<file path="config.mk">
export PLATFORM = sky130hd
export DESIGN_NAME = branch_predictor
export DESIGN_NICKNAME = d
export VERILOG_FILES = /design/src/rtl/branch_predictor_pkg.sv /design/src/rtl/branch_predictor_sat_counter2.sv /design/src/rtl/branch_predictor.sv
export SDC_FILE = /design/constraint.sdc
export NUM_CORES = 1
export LEC_CHECK = 0
export CAP_MARGIN = 25
export CORE_MARGIN = 2
export CORE_UTILIZATION = 29
export CTS_CLUSTER_DIAMETER = 80
export DETAILED_ROUTE_END_ITERATION = 7
export HOLD_SLACK_MARGIN = 0.06
export SLEW_MARGIN = 20
export SYNTH_ARGS = -nofsm -noshare
export SYNTH_HDL_FRONTEND = slang
export SYNTH_SLANG_ARGS = --single-unit
</file>
<file path="constraint.sdc">
create_clock -name clk -period 5.1 [get_ports clk]
set_clock_uncertainty 0.05 [all_clocks]
set_input_delay 1.275 -clock clk [delete_from_list [all_inputs] [get_ports clk]]
set_output_delay 1.275 -clock clk [all_outputs]
set_load 0.02 [all_outputs]
</file>
<file path="src/rtl/branch_predictor_pkg.sv">
// Shared types for the fetch-side 2-bit-counter branch predictor.
// Counter encodings and FSM states used by branch_predictor and sat_counter2.
package branch_predictor_pkg;

    typedef enum logic [1:0] {
        BPU_SNT = 2'b00,
        BPU_WNT = 2'b01,
        BPU_WT  = 2'b10,
        BPU_ST  = 2'b11
    } cnt_e;

    typedef enum logic {
        S_INIT = 1'b0,
        S_RUN  = 1'b1
    } state_e;

endpackage

</file>
<file path="src/rtl/branch_predictor_sat_counter2.sv">
// sat_counter2: combinational 2-bit saturating counter step.
// Counts up on taken, down on not-taken, holding at the strong ends.
module sat_counter2
    import branch_predictor_pkg::*;
(
    input  logic [1:0] cnt,
    input  logic       taken,
    output logic [1:0] cnt_next
);

    always_comb begin
        cnt_next = cnt;
        if (taken) begin
            if (cnt != BPU_ST) cnt_next = cnt + 2'd1;
        end else begin
            if (cnt != BPU_SNT) cnt_next = cnt - 2'd1;
        end
    end

endmodule

</file>
<file path="src/rtl/branch_predictor.sv">
// Fetch-side PHT branch predictor with EX-stage training and mispredict flag.
// Optional gshare indexing when BPU_GSHARE_EN is defined.
module branch_predictor
    import branch_predictor_pkg::*;
#(
    parameter int IDX_W = 6,
    parameter int GHR_W = 6
) (
    input  logic             clk,
    input  logic             resetn,
    input  logic [31:0]      pred_pc,
    output logic             pred_taken,
    output logic [IDX_W-1:0] pred_idx,
    input  logic             upd_valid,
    input  logic [IDX_W-1:0] upd_idx,
    input  logic             upd_taken,
    input  logic             upd_pred_taken,
    output logic             mispredict,
    output logic             ready
);

    localparam int DEPTH = 1 << IDX_W;

    state_e           state;
    state_e           state_next;
    logic [IDX_W-1:0] init_cnt;
    logic [1:0]       pht [DEPTH];

    logic             wr_valid;
    logic [IDX_W-1:0] wr_idx;
    logic [1:0]       wr_cnt;

    logic             upd_accept;
    logic [1:0]       upd_cur;
    logic [1:0]       upd_next;
    logic [1:0]       pred_cnt;

    logic             pht_we;
    logic [IDX_W-1:0] pht_waddr;
    logic [1:0]       pht_wdata;

    logic             unused_pc_bits;
    assign unused_pc_bits = ^{pred_pc[31:IDX_W+2], pred_pc[1:0]};

    always_ff @(posedge clk) begin
        if (!resetn) state <= S_INIT;
        else         state <= state_next;
    end

    always_comb begin
        state_next = state;
        ready      = 1'b0;
        case (state)
            S_INIT: if (init_cnt == '1) state_next = S_RUN;
            S_RUN:  ready = 1'b1;
            default: state_next = S_INIT;
        endcase
    end

    always_ff @(posedge clk) begin
        if (!resetn)              init_cnt <= '0;
        else if (state == S_INIT) init_cnt <= init_cnt + IDX_W'(1);
    end

    assign upd_accept = upd_valid & (state == S_RUN);

`ifdef BPU_GSHARE_EN
    logic [GHR_W-1:0] ghr;

    always_ff @(posedge clk) begin
        if (!resetn || state == S_INIT) ghr <= '0;
        else if (upd_accept)            ghr <= GHR_W'({ghr, upd_taken});
    end

    assign pred_idx = pred_pc[IDX_W+1:2] ^ IDX_W'(ghr);
`else
    assign pred_idx = pred_pc[IDX_W+1:2];
`endif

    // A write still in flight in the second stage is newer than the array contents.
    assign upd_cur  = (wr_valid && wr_idx == upd_idx)  ? wr_cnt : pht[upd_idx];
    assign pred_cnt = (wr_valid && wr_idx == pred_idx) ? wr_cnt : pht[pred_idx];
    assign pred_taken = ready & pred_cnt[1];

    sat_counter2 u_sat (
        .cnt      (upd_cur),
        .taken    (upd_taken),
        .cnt_next (upd_next)
    );

    always_ff @(posedge clk) begin
        if (!resetn) begin
            wr_valid   <= 1'b0;
            mispredict <= 1'b0;
        end else begin
            wr_valid   <= upd_accept;
            mispredict <= upd_accept & (upd_taken != upd_pred_taken);
        end
    end

    always_ff @(posedge clk) begin
        if (upd_accept) begin
            wr_idx <= upd_idx;
            wr_cnt <= upd_next;
        end
    end

    // Single write port shared by initialisation and training keeps the PHT LUTRAM-friendly.
    always_comb begin
        pht_we    = 1'b0;
        pht_waddr = wr_idx;
        pht_wdata = wr_cnt;
        if (state == S_INIT) begin
            pht_we    = 1'b1;
            pht_waddr = init_cnt;
            pht_wdata = BPU_WNT;
        end else if (wr_valid) begin
            pht_we = 1'b1;
        end
    end

    always_ff @(posedge clk) begin
        if (pht_we) pht[pht_waddr] <= pht_wdata;
    end

endmodule

</file>
==> Flow_metrics.wiki, run 1 <==
{| class="wikitable"
! Metric !! Value
|-
| Portion of the clock cycle consumed by the worst path in the final layout || 98.5%
|-
| Initial standard-cell utilization of the core || 29.4%
|-
| Synth Flop Type || edfxtp_1
|-
| Wire length of the first global-routing pass || 26.8 mm
|-
| Number of DRC violations after detailed routing || 0
|-
| GRT Util Overall || 15.1%
|-
| Final hold slack || 0.556 ns
|-
| Share of post-route cells with drive strength above 1 || 18.6%
|-
| Static leakage || 2.87 nW
|-
| Final setup violation count || 0
|-
| Clock tree from TritonCTS || yes
|-
| Register-to-register setup slack || 2.46 ns
|-
| Number of buffers created by CTS || 17
|-
| Die height || 158 um
|-
| Classification of the worst-slack hold path || reg -> reg
|-
| Average instance area after synthesis || 14.7 um2
|-
| Number of pins exceeding their max-slew limit in the final report || 0
|-
| Max-cap check violation count || 0
|-
| GP Congestion || 0.821
|-
| DRT Wirelength || 17.8 mm
|-
| Endpoint arrival time on the critical path || 3.70 ns
|-
| Max Buffers Root-to-Sink || 2
|-
| Category of the worst setup path launch point || primary input
|-
| Required arrival time at the worst endpoint || 3.77 ns
|-
| Routed length per instance || 21.5 um
|-
| Result of the run || complete, no violations
|-
| # IOs || 52
|-
| Count of vias placed by the detailed router || 4222
|-
| Cts-stage hold buffer count || 0
|-
| Final hold violations || 0
|-
| Die ar. || 24900 um2
|-
| Initial antenna violation count || 0
|-
| Post-route antenna net violation count || 0
|-
| Launch point of the worst hold path || init_cnt[2]
|-
| Total power density per cell area || 329 nW/um2
|-
| Final period demand of the worst path || 5.02 ns
|-
| Sequential area share after synthesis || 62.1%
|-
| Top fanout value on the critical path || 8
|-
| Most common cell in the synthesized netlist || edfxtp_1
|-
| Origin of the worst setup path || pred_pc[2]
|-
| Unrepaired setup endpoints after global routing || false
|-
| Worst ir drop on vdd || 0.000216 V
|-
| Top cell type by total area after synthesis || edfxtp_1
|-
| Maximum clock frequency || 199 MHz
|-
| Worst Hold End || init_cnt[2]
|-
| Number of nets in the layout || 543
|-
| Die span in x || 158 um
|-
| Area grow syn2layout || 19.1%
|-
| Diode count || 0
|-
| IO Port Bufs || 25
|-
| Number of nets in the synthesized netlist || 510
|-
| Remaining global-route overflow || 0
|-
| Startpoint of the worst-slack reg-to-reg timing path || wr_idx[1]
|-
| Vias in the first global route || 4438
|-
| YS warnings || 0
|-
| Clock slew seen by the registers of the worst setup and hold paths || 0.06 ns
|-
| Most numerous cell types in the synthesized netlist || edfxtp_1 (136), nor2_1 (70), mux2i_1 (40)
|-
| Hold Path Depth || 2
|-
| Number of levels the H-tree was split into || 4
|-
| Critical path endpoint category || primary output
|-
| Initial DRT Pass Iterations || 5
|-
| Async set-or-reset flop fraction in the synthesized netlist || 0%
|-
| Final instance area || 8180 um2
|-
| Clock root buffer master || clkbuf_16
|-
| Post-synthesis instance total || 466
|-
| Skew-Pair Late Insertion Delay || 0.43 ns
|-
| Max-slew headroom || 40.9%
|-
| Slew @ Worst Pin || 0.884 ns
|-
| Floorplan Core Area || 23300 um2
|-
| Path depth of the worst reg2reg path || 7
|-
| Capture point of the worst reg-to-reg path || wr_cnt[0]
|-
| Synthesized flop and latch total || 145
|-
| Number of standard-cell rows in the floorplan || 56
|-
| Path type of the worst setup path || in -> out
|-
| Pin count of the biggest net entering global routing || 65
|-
| Distinct cell type count after synthesis || 46
|-
| Number of enable flip-flop cells after synthesis || 136
|-
| Area share of the largest cell type after synthesis || 59.5%
|-
| Cell area after placement || 7540 um2
|-
| Count of clock tree sinks || 145
|-
| Post-Syn Area || 6860 um2
|-
| DR vias/cell || 5.09
|-
| DP Wirelength || 11.7 mm
|-
| DRC marker count from the first detailed-route iteration || 459
|-
| Leading post-synthesis cells by cell area || edfxtp_1 (59%), mux4_2 (12%), mux2i_1 (5.8%)
|}
==> area by class of cell <==
class                      count  area [um2]
multi-input combinational    286        2400
clock inverter                13         145
inverter                       3        11.3
sequential                   145        4260
tap                          319         399
timing repair buffer          46         524
clock buffer                  18         429
fill                        2219       15200
==> power by group <==
group / internal (W) / switching (W)
clock network: 0.000757 / 0.000457
logic: 0.0000803 / 0.0000990
registers: 0.00129 / 0.00000533
total: 0.00213 / 0.000561
==> cells by family (layout without fill, tap and decap cells) <==
| kind of cell | count (synthesis) | in the layout | share of synthesized area, % |
|---|---|---|---|
| fa+ha+maj | 3 | 3 | 0.474 |
| mux | 79 | 79 | 18.3 |
| compound gates | 43 | 43 | 4.63 |
| xor+xnor | 16 | 16 | 2.04 |
| flops | 145 | 145 | 62.1 |
| buf+inv | 35 | 80 | 2.93 |
| simple gates | 145 | 145 | 9.50 |
==> sequential cells by signal, indices dropped and copies added, names as in the netlist <==
name,count
wr_cnt,2
wr_valid,1
state,1
init_cnt,6
wr_idx,6
pht,128
mispredict,1
==> critical path: stages <==
cell,delay [ns]
buf_2,0.17
bufbuf_16,0.32
mux4_2,0.52
mux4_2,0.50
mux4_2,0.45
nand2_1,0.08
o21ai_1,0.06
dlygate4sd2_1,0.32
==> cell usage in the layout, fill, tap and decap left out, types with 5 or more instances in the layout <==
cell type / count
clkbuf_16: 17
nor2_1: 70
nand4_1: 5
buf_4: 13
xnor2_1: 9
clkinv_2: 7
buf_12: 5
edfxtp_1: 136
dfxtp_1: 9
mux4_2: 37
clkdlybuf4s50_1: 21
mux2i_1: 40
nand2b_1: 8
nand2_1: 30
a22oi_1: 15
and2_1: 6
nor2b_1: 6
nand3_1: 5
xor2_1: 7
==> per-layer routing <==
metal / GRT usage [%] / share of wire [%] / up-vias
li1: - / - / 1866
met1: 18.5 / 42 / 2168
met2: 26.0 / 50 / 162
met3: 3.72 / 6.0 / 26
met4: 4.85 / 1.9 / 0
met5: 0 / 0 / -
==> worst max-delay path by stage <==
stage	to	slack, ns	cells past startpoint
6_report	pred_taken	0.08	8
2_1_floorplan	pred_taken	0.40	7
4_1_cts	pred_taken	0.005	8
3_3_place_gp	pred_taken	-0.51	8
5_1_grt	pred_taken	0.0008	8
3_5_place_dp	pred_taken	-0.52	8
==> repair_timing <==
action                     4_1_cts  5_1_grt
setup endpoints to repair        1        1
buffers inserted                 1        0
hold endpoints to repair         0        0
gates resized for setup          8        1
gates cloned                     2        0
==> through the flow <==
| step | instances | setup slack (ns) | total power, W | util (%) | setup TNS [ns] |
|---|---|---|---|---|---|
| 2_1_floorplan | 466 | 0.397 | 0.00142 | - | 0 |
| 3_3_place_gp | 795 | -0.512 | 0.00149 | 32.2 | -0.512 |
| 3_5_place_dp | 796 | -0.518 | 0.00149 | 32.3 | -0.518 |
| 4_1_cts | 830 | 0.00540 | 0.00271 | 35.1 | 0 |
| 5_1_grt | 830 | 0.000818 | 0.00277 | 35.0 | 0 |
| 6_report | 830 | 0.0779 | 0.00269 | 35.0 | 0 |
(Power assumes the default switching activity.)
==> inputs of run 2 (changes only) <==
--- a/config.mk
+++ b/config.mk
@@ -10,6 +10,7 @@
 export CORE_UTILIZATION = 29
 export CTS_CLUSTER_DIAMETER = 80
 export DETAILED_ROUTE_END_ITERATION = 7
+export GPL_ROUTABILITY_DRIVEN = 0
 export HOLD_SLACK_MARGIN = 0.06
 export SLEW_MARGIN = 20
 export SYNTH_ARGS = -nofsm -noshare
==> results of run 2 <==
No change in the layout: final DEF, timing and power equal those of run 1.
==> inputs of run 3 (changes only) <==
--- a/config.mk
+++ b/config.mk
@@ -6,12 +6,12 @@
 export NUM_CORES = 1
 export LEC_CHECK = 0
 export CAP_MARGIN = 25
-export CORE_MARGIN = 2
 export CORE_UTILIZATION = 29
 export CTS_CLUSTER_DIAMETER = 80
 export DETAILED_ROUTE_END_ITERATION = 7
 export GPL_ROUTABILITY_DRIVEN = 0
 export HOLD_SLACK_MARGIN = 0.06
+export SKIP_CTS_REPAIR_TIMING = 1
 export SLEW_MARGIN = 20
 export SYNTH_ARGS = -nofsm -noshare
 export SYNTH_HDL_FRONTEND = slang
==> run 3 against run 2 <==
  * Non-clock buffer count fell by 6
  * First-iteration DRC count is 15% lower
  * Final area decreased by 0.17%
  * Combinational power decreased by 4%
  * Die area decreased by 2.5%
  * Cell count down 1.3%
  * Routed wire length down 3.2%
  * Sequential power hardly changed
  * Total power rose by 4.7%
  * Critical path type unchanged
  * Flip-flop and latch count did not move
  * Setup slack worse by 0.018 ns
==> Flow_metrics.wiki, run 3 (synthesis results as in run 1) <==
{| class="wikitable"
! Metric !! Value
|-
| Clock root buffer master || clkbuf_16
|-
| Number of standard-cell rows in the floorplan || 55
|-
| Static leakage || 2.85 nW
|-
| Max Buffers Root-to-Sink || 2
|-
| Registers with the highest flip-flop counts || pht x128, init_cnt x6, wr_idx x6
|-
| Clock Power Share || 47.9%
|-
| Reported net switching power || 0.000585 W
|-
| Path type of the worst setup path || in -> out
|-
| Post-place setup slack || -0.508 ns
|-
| Share of post-route cells with drive strength above 1 || 17.2%
|-
| Worst ir drop on vdd || 0.000215 V
|-
| Design internal power || 0.00223 W
|-
| Number of nets in the layout || 537
|-
| Combinational fraction of design power || 6.1%
|-
| Path depth of the worst reg2reg path || 7
|-
| Critical path endpoint category || primary output
|-
| Die span in x || 156 um
|-
| Commonest non-fill, non-tap cells in the layout || edfxtp_1 (136), nor2_1 (70), mux2i_1 (40)
|-
| Portion of the clock cycle consumed by the worst path in the final layout || 98.8%
|-
| DRC marker count from the first detailed-route iteration || 392
|-
| Routed length per instance || 21.0 um
|-
| Floorplan Core Area || 22900 um2
|-
| Largest delay contributor family on the critical path || multiplexers
|-
| Startpoint of the worst-slack reg-to-reg timing path || wr_idx[1]
|-
| GRT Util Overall || 14.6%
|-
| Number of pins exceeding their max-slew limit in the final report || 0
|-
| Required arrival time at the worst endpoint || 3.77 ns
|-
| Capture point of the worst reg-to-reg path || wr_cnt[0]
|-
| Non-filler cells in the finished layout || 819
|-
| Proportion of power drawn by flip-flops and latches || 46.0%
|-
| Hold Path Depth || 2
|-
| Initial antenna violation count || 0
|-
| Max-cap check violation count || 0
|-
| DR vias/cell || 5.17
|-
| Maximum clock frequency || 198 MHz
|-
| IO Port Bufs || 25
|-
| Final period demand of the worst path || 5.04 ns
|-
| Switching share of power || 20.8%
|-
| Skew-Pair Late Insertion Delay || 0.43 ns
|-
| Count of vias placed by the detailed router || 4233
|-
| # IOs || 52
|-
| Multi-input gate area in the final layout || 2400 um2
|-
| Wire length of the first global-routing pass || 25.5 mm
|-
| FF+latch area || 4260 um2
|-
| Initial DRT Pass Iterations || 5
|-
| Area grow syn2layout || 18.9%
|-
| Total power density per cell area || 345 nW/um2
|-
| Largest incremental delay on the critical path || 0.52 ns
|-
| Diode count || 0
|-
| Number of levels the H-tree was split into || 4
|-
| Fill cell count || 2150
|-
| Number of DRC violations after detailed routing || 0
|-
| Clock tree from TritonCTS || yes
|-
| Remaining global-route overflow || 0
|-
| Worst Hold End || init_cnt[5]
|-
| Final hold violations || 0
|-
| Final setup violation count || 0
|-
| Max FFs per register || 128
|-
| Die ar. || 24300 um2
|-
| Unrepaired setup endpoints after global routing || false
|-
| Most numerous cell on the critical path || mux4_2
|-
| Die height || 156 um
|-
| Category of the worst setup path launch point || primary input
|-
| Number of buffers created by CTS || 17
|-
| Endpoint arrival time on the critical path || 3.72 ns
|-
| Classification of the worst-slack hold path || reg -> reg
|-
| Final hold slack || 0.559 ns
|-
| DP Wirelength || 11.4 mm
|-
| Final critical-path setup slack || 0.0595 ns
|-
| Register-to-register setup slack || 2.46 ns
|-
| Master of the slowest instance on the critical path || mux4_2
|-
| Post-route antenna net violation count || 0
|-
| Result of the run || complete, no violations
|-
| Count of clock tree sinks || 145
|-
| Launch point of the worst hold path || init_cnt[5]
|-
| Pin count of the biggest net entering global routing || 65
|-
| DRT Wirelength || 17.2 mm
|-
| Top fanout value on the critical path || 18
|-
| Initial standard-cell utilization of the core || 30.0%
|-
| Commonest non-fill, non-tap cell in the layout || edfxtp_1
|-
| Number of cells in the design after placement || 785
|-
| Slew @ Worst Pin || 0.980 ns
|-
| Max-slew headroom || 34.4%
|-
| CP bufs+invs || 3
|-
| Vias in the first global route || 4224
|-
| Cells along the critical path || clkdlybuf4s50_1 > buf_12 > mux4_2 > mux4_2 > mux4_2 > nand2_1 > o21ai_1 > dlymetal6s2s_1
|-
| Largest register by flop count || pht
|-
| Clock slew seen by the registers of the worst setup and hold paths || 0.06 ns
|}
==> run 3: changes by cell type in the layout (fill, tap and decap cells not counted), moves of 2 or more <==
cell            delta
clkinv_4           +2
clkinv_2           -6
bufbuf_16          -2
bufinv_16          +2
dlymetal6s2s_1     +2
buf_4              -4
==> run 3: final cells by class <==
class / instances / share of cell area (%)
clock inverter: 14 / 2.61
sequential: 145 / 52.2
tap: 313 / 4.80
multi-input combinational: 286 / 29.4
timing repair buffer: 40 / 5.52
clock buffer: 18 / 5.26
inverter: 3 / 0.138
==> run 3: worst max path at each step <==
stage	endpoint	from	depth (start not counted)
2_1_floorplan	pred_taken	pred_pc[3]	7
3_3_place_gp	pred_taken	pred_pc[2]	8
3_5_place_dp	pred_taken	pred_pc[2]	8
4_1_cts	pred_taken	pred_pc[2]	8
5_1_grt	pred_taken	pred_pc[3]	8
6_report	pred_taken	pred_pc[3]	8
==> run 3: through the flow <==
step	total power, W	instance area, um2	setup TNS [ns]	util [%]
global placement	0.00149	7450	-0.503	32.5
global route	0.00289	8160	0	35.6
finish	0.00281	8160	0	35.6
CTS	0.00282	8120	-0.508	35.5
detailed placement	0.00149	7480	-0.508	32.7
floorplan	0.00142	6860	0	-
==> run 3: per-layer routing <==
metal	vias up	part of all wire, %	track usage, %	wire length [um]
met5	-	0	0	0
li1	1852	-	-	-
met2	164	48	23.0	8260
met3	26	5.9	3.39	1020
met1	2191	44	19.4	7600
met4	0	2.0	6.02	339
==> run 3: worst reg2reg max path, delay by kind of cell, from the launching register on <==
family | cells | cell delay, ns
flip-flops | 1 | 0.54
adder cells (fa/ha/maj) | 1 | 0.38
AND/OR/NAND/NOR | 5 | 1.21
XOR/XNOR | 1 | 0.19
==> run 3: power by group through the flow <==
stage | clock network (W) | logic [W] | registers (W)
after global placement | 0 | 0.000166 | 0.00132
final | 0.00135 | 0.000172 | 0.00129
after detailed placement | 0 | 0.000168 | 0.00132
after floorplan | 0 | 0.000107 | 0.00132
after CTS | 0.00136 | 0.000169 | 0.00129
after global routing | 0.00141 | 0.000182 | 0.00130
